$ cat src/rtl/sample_quad_iter.sv
// Sample iterator: walks a triangle's bounding box and emits 4-lane sample quads.
// Optional ITER_PERF_CNT_EN adds a saturating 32-bit emitted-sample counter.
module sample_quad_iter #(
  parameter int SIGFIG = 24,
  parameter int RADIX  = 10,
  parameter int VERTS  = 3,
  parameter int AXIS   = 3,
  parameter int COLORS = 3
) (
  input  logic                     clk,
  input  logic                     rst,
  input  logic signed [SIGFIG-1:0] tri_R13S [VERTS][AXIS],
  input  logic        [SIGFIG-1:0] color_R13U [COLORS],
  input  logic signed [SIGFIG-1:0] box_R13S [2][2],
  input  logic                     validTri_R13H,
  input  logic [3:0]               subSample_RnnnnU,
  output logic                     halt_RnnnnL,
  output logic signed [SIGFIG-1:0] tri_R14S [VERTS][AXIS],
  output logic        [SIGFIG-1:0] color_R14U [COLORS],
  output logic signed [SIGFIG-1:0] sample_R14S [2][4],
  output logic [3:0]               validSamp_R14H
`ifdef ITER_PERF_CNT_EN
  ,
  output logic [31:0]              sampCnt_RnnnnU
`endif
);

  localparam int W = SIGFIG + 1;

  typedef enum logic {
    WAIT,
    TEST
  } state_t;

  state_t state_q, state_d;

  logic signed [W-1:0] step;
  logic signed [W-1:0] x_q, y_q;
  logic signed [W-1:0] ll_x_q, ur_x_q, ur_y_q;
  logic signed [W-1:0] qx, qy, qur_x;
  logic signed [W-1:0] nx4, ny;
  logic signed [W-1:0] lane_x [4];
  logic [3:0]          lane_v;
  logic                load, adv;

  function automatic logic signed [W-1:0] sx(
    input logic signed [SIGFIG-1:0] v
  );
    return {v[SIGFIG-1], v};
  endfunction

  assign halt_RnnnnL = (state_q == WAIT);

  // Subsample pitch from the one-hot MSAA select.
  always_comb begin
    step = W'(1) << RADIX;
    unique case (1'b1)
      subSample_RnnnnU[3]: step = W'(1) << RADIX;
      subSample_RnnnnU[2]: step = W'(1) << (RADIX - 1);
      subSample_RnnnnU[1]: step = W'(1) << (RADIX - 2);
      subSample_RnnnnU[0]: step = W'(1) << (RADIX - 3);
      default:             step = W'(1) << RADIX;
    endcase
  end

  // Next state and the quad to register for the coming cycle.
  always_comb begin
    state_d = state_q;
    load    = 1'b0;
    adv     = 1'b0;
    nx4     = x_q + (step <<< 2);
    ny      = y_q + step;
    qx      = x_q;
    qy      = y_q;
    qur_x   = ur_x_q;
    unique case (state_q)
      WAIT: begin
        if (validTri_R13H) begin
          load    = 1'b1;
          state_d = TEST;
          qx      = sx(box_R13S[0][0]);
          qy      = sx(box_R13S[0][1]);
          qur_x   = sx(box_R13S[1][0]);
        end
      end
      TEST: begin
        if (nx4 <= ur_x_q) begin
          adv = 1'b1;
          qx  = nx4;
        end else if (ny <= ur_y_q) begin
          adv = 1'b1;
          qx  = ll_x_q;
          qy  = ny;
        end else begin
          state_d = WAIT;
        end
      end
      default: state_d = WAIT;
    endcase
    lane_x[0] = qx;
    lane_x[1] = qx + step;
    lane_x[2] = qx + (step <<< 1);
    lane_x[3] = lane_x[2] + step;
    for (int k = 0; k < 4; k++) begin
      lane_v[k] = (lane_x[k] <= qur_x);
    end
  end

  // State register.
  always_ff @(posedge clk) begin
    if (rst) begin
      state_q <= WAIT;
    end else begin
      state_q <= state_d;
    end
  end

  // Walk position, latched triangle and registered quad outputs.
  always_ff @(posedge clk) begin
    if (rst) begin
      x_q            <= '0;
      y_q            <= '0;
      ll_x_q         <= '0;
      ur_x_q         <= '0;
      ur_y_q         <= '0;
      validSamp_R14H <= '0;
      for (int v = 0; v < VERTS; v++) begin
        for (int a = 0; a < AXIS; a++) begin
          tri_R14S[v][a] <= '0;
        end
      end
      for (int c = 0; c < COLORS; c++) begin
        color_R14U[c] <= '0;
      end
      for (int k = 0; k < 4; k++) begin
        sample_R14S[0][k] <= '0;
        sample_R14S[1][k] <= '0;
      end
    end else begin
      if (load) begin
        ll_x_q   <= sx(box_R13S[0][0]);
        ur_x_q   <= sx(box_R13S[1][0]);
        ur_y_q   <= sx(box_R13S[1][1]);
        tri_R14S <= tri_R13S;
        color_R14U <= color_R13U;
      end
      if (load || adv) begin
        x_q            <= qx;
        y_q            <= qy;
        validSamp_R14H <= lane_v;
        for (int k = 0; k < 4; k++) begin
          sample_R14S[0][k] <= lane_x[k][SIGFIG-1:0];
          sample_R14S[1][k] <= qy[SIGFIG-1:0];
        end
      end else begin
        validSamp_R14H <= '0;
      end
    end
  end

  // The pitch select must be one-hot whenever it steers the walk.
  always_ff @(posedge clk) begin
    if (!rst && (state_q == TEST || validTri_R13H)) begin
      assert ($onehot(subSample_RnnnnU));
    end
  end

`ifdef ITER_PERF_CNT_EN
  logic [32:0] cnt_sum;

  assign cnt_sum = {1'b0, sampCnt_RnnnnU}
                 + 33'($countones(validSamp_R14H));

  // Saturating count of samples emitted.
  always_ff @(posedge clk) begin
    if (rst) begin
      sampCnt_RnnnnU <= '0;
    end else begin
      sampCnt_RnnnnU <= cnt_sum[32] ? '1 : cnt_sum[31:0];
    end
  end
`endif

endmodule

$ cat config.mk
export PLATFORM = sky130hd
export DESIGN_NAME = sample_quad_iter
export DESIGN_NICKNAME = d
export VERILOG_FILES = /design/src/rtl/sample_quad_iter.sv
export SDC_FILE = /design/constraint.sdc
export NUM_CORES = 1
export LEC_CHECK = 0
export BUFFER_PORTS_ARGS = -buffer_cell sky130_fd_sc_hd__buf_4
export CORE_AREA = 2 2 345 347
export DETAILED_ROUTE_END_ITERATION = 12
export DIE_AREA = 0 0 347 349
export PLACE_DENSITY_LB_ADDON = 0.25
export RECOVER_POWER = 100
export SYNTH_ARGS = -nofsm -noshare
export SYNTH_HDL_FRONTEND = slang
export SYNTH_SLANG_ARGS = --single-unit
$ cat constraint.sdc
create_clock -name clk -period 9.6 [get_ports clk]
set_input_delay 0.96 -clock clk [delete_from_list [all_inputs] [get_ports clk]]
set_output_delay 0.96 -clock clk [all_outputs]
set_load 0.03 [all_outputs]
==> metrics.txt <==
switching power=3.24 mW; largest area contributor in the netlist=dfxtp_1; Worst-Margin Slew=around 3.7 ns; DR vias=around 23000; final hold vios=0; fin cells=5244; CTS Buf Count=59; CP startpoint=subSample_RnnnnU[1]; Clk pin slew, worst setup/hold paths=0.06 ns; maximum vdd drop=0.000140 V; CTS max path bufs=3; first-pass GRT wire length=158000 um; final hold slack=0.449 ns; Comb power frac=40.3%; post-synthesis cell count=2973; vias in the first global route=roughly 22000; Hold Buf Count CTS=0; setup_tns=0 ns; Slew HR=-149%; Flop pwr share=29.9%; maxcap violations=10; clk sinks=464; Finished Cell Area=0.0304 mm^2; initial antenna violation count=39; CP Max Fanout=16; Crit Path Class=in2reg; H-tree Lvls=2; antenna-violating nets left=0; die footprint=0.121 mm^2; share of cells above drive strength 1=around 15%; Setup WS post-layout=0.646 ns; Clock power frac=29.8%; top-area cell type share of the netlist area=40.5%; Final Cycle Share=93.3%; Routed WL=around 110000 um; # fillers=13400; Setup Skew=0.0276 ns; Max Fclk=112 MHz; gpl congestion=just under 0.9; syn avg cell area=7.72 um^2; Die Y=349 um; Internal=4.58 mW; initial drt markers=1324; crit-path max cell delay=a little under 0.8 ns; #FFs+latches synth=464; DP Wirelength=89100 um; Post-synth EDFFs=0; crit path capture type=flop; Root Driver=clkbuf_16; Post-CTS Repair Setup Buffers=0; Cell Area, Synth=0.0229 mm^2; GRT Residual Overflow=0; Netlist cell types=85; Cell Rows=126; status=finished, violations left; DR vias/cell=between 4 and 5; core area=0.117 mm^2; final count of pins violating max slew=between 500 and 600; routed length per instance=roughly 22 um; register area share after synthesis=40.5%; commonest register cell after synthesis=dfxtp_1; Hold WC Path Type=reg2reg; crit path to=validSamp_R14H[3]; I/O Pins=876; R2R Setup Slk=0.70 ns; CP Launch Type=input pin; Static Leak=12.2 nW; NumNets Final=4197; final period demand of the worst path=8.95 ns; Worst R2R Start=y_q[8]; syn_nets=3513; TritonRoute pass-1 iters=5; DRC viols=0; Final setup violation count=0; top post-synthesis cells by area=dfxtp_1 (40%), nand2_1 (14%), a21oi_1 (10%); post-cts sizing count=0; Initial Utilization=roughly 20%; Critical Path RT=10.17 ns; Area Overhead vs Synth=32.3%; Die X=347 um; largest net degree at the start of global routing=between 150 and 200; I/O Buffers=874; CTS tree=built; Yosys warnings=0; placed cell areas=0.0302 mm^2; Total GRT Usage=17.8%; RSZ-0062 raised after global routing=no; Final Core Density=25.9%; FF-to-FF path depth=39; overall power=7.83 mW; CP Data Arrival Time=9.52 ns; Slowest-stage cell, CP=clkbuf_1; Power Density=258 mW/mm^2; failing checks=capacitance limit, slew limit; asr flop ratio synth=0%; Switching Fraction=41.4%; post-place setup slack=0.244 ns; Critical R2R Capture=validSamp_R14H[3]; Worst-Skew Late Latency=0.64 ns; Placed Cells=just over 5000
-- worst max-delay path: cells and delay by family --
family / cells / cell delay, ns
buffers and inverters: 8 / 2.01
xor gates and xnor gates: 2 / 0.27
and+or+nand+nor: 12 / 2.37
adders and majority gates: 4 / 1.20
AOI/OAI and AO/OA: 14 / 2.69
-- state kept, by name, summed over array words and instances (netlist names), 2 cells and up --
| signal | flops |
|---|---|
| sample_R14S | 72 |
| color_R14U | 72 |
| ll_x_q | 24 |
| validSamp_R14H | 4 |
| y_q | 25 |
| ur_x_q | 24 |
| tri_R14S | 216 |
| x_q | 2 |
| ur_y_q | 24 |
-- placed cells by master, fill, tap and decap left out, types with 34 or more instances in the layout --
cell type / n
a21oi_1: 459
buf_4: 431
clkbuf_1: 516
clkbuf_16: 60
dfxtp_1: 464
ha_1: 146
inv_1: 87
nand2_1: 829
nand4_1: 34
nor2_1: 174
o21ai_0: 44
xnor2_1: 53
-- routing by layer --
metal	global-route usage [%]	routed length, um	share of wire [%]
met1	19.1	42500	38
met2	32.4	57600	51
met3	5.84	8850	7.8
met4	6.46	3810	3.4
met5	0	187	0.17
-- logic make-up (layout without fill, tap and decap cells) --
logic type / Yosys count / after routing / synth area share, %
XOR/XNOR: 72 / 72 / 2.81
AO/OA/AOI/OAI: 655 / 655 / 16.6
multiplexers: 21 / 21 / 0.938
adder cells (fa/ha/maj): 150 / 150 / 8.27
flip-flops: 464 / 464 / 40.5
AND/OR/NAND/NOR: 1203 / 1203 / 21.8
other: 0 / 10 / 0
buffers and inverters: 408 / 1133 / 9.11
-- Yosys cell counts (8+ instances only) --
master    instances
and3_1           10
a211oi_1         21
clkbuf_1        167
nor2b_1          28
ha_1            146
o211ai_1         11
a21oi_1         460
o21a_1           12
xor2_1           18
nand2b_1         17
o22ai_1          10
xnor2_1          52
mux2i_1          17
and2_1            9
or3_1             9
nand3_1          31
dfxtp_1         464
a21o_1           16
inv_1            87
buf_4           143
nor3_1           32
nor4_1            9
o31ai_1          11
nor2_1          174
nand2_1         830
a31oi_1           8
nand4_1          34
o21ai_0          43
-- worst min-delay path by stage --
stage / slack, ns / depth (start not counted) / endpoint / start
floorplan: 0.44 / 2 / ll_x_q[20] / ll_x_q[20]
global placement: 0.44 / 2 / color_R14U[69] / color_R14U[69]
detailed placement: 0.45 / 2 / tri_R14S[134] / tri_R14S[134]
CTS: 0.45 / 2 / tri_R14S[134] / tri_R14S[134]
global route: 0.47 / 2 / tri_R14S[146] / tri_R14S[146]
finish: 0.45 / 2 / sample_R14S[138] / sample_R14S[138]
-- power by group through the flow --
| stage | Sequential, mW | Clock [mW] | Combinational [mW] |
|---|---|---|---|
| 6_report | 2.34 | 2.33 | 3.15 |
| 4_1_cts | 2.35 | 2.41 | 3.40 |
| 3_5_place_dp | 2.39 | 0 | 3.39 |
| 2_1_floorplan | 2.63 | 0 | 1.91 |
| 5_1_grt | 2.37 | 2.49 | 3.45 |
| 3_3_place_gp | 2.38 | 0 | 3.38 |
-- layout make-up --
cell class              instances  area (um^2)  share of cell area (%)
diodes                         10         25.0                  0.0824
clock buffers                  89         1770                    5.83
clock inverters                13          236                   0.779
flip-flops and latches        464         9290                    30.6
multi-input cells            2101        11600                    38.1
inverters                      92          350                    1.15
well taps                    1536         1920                    6.33
repair buffers                939         5200                    17.1
No activity file was read; power rests on OpenSTA's default activity.
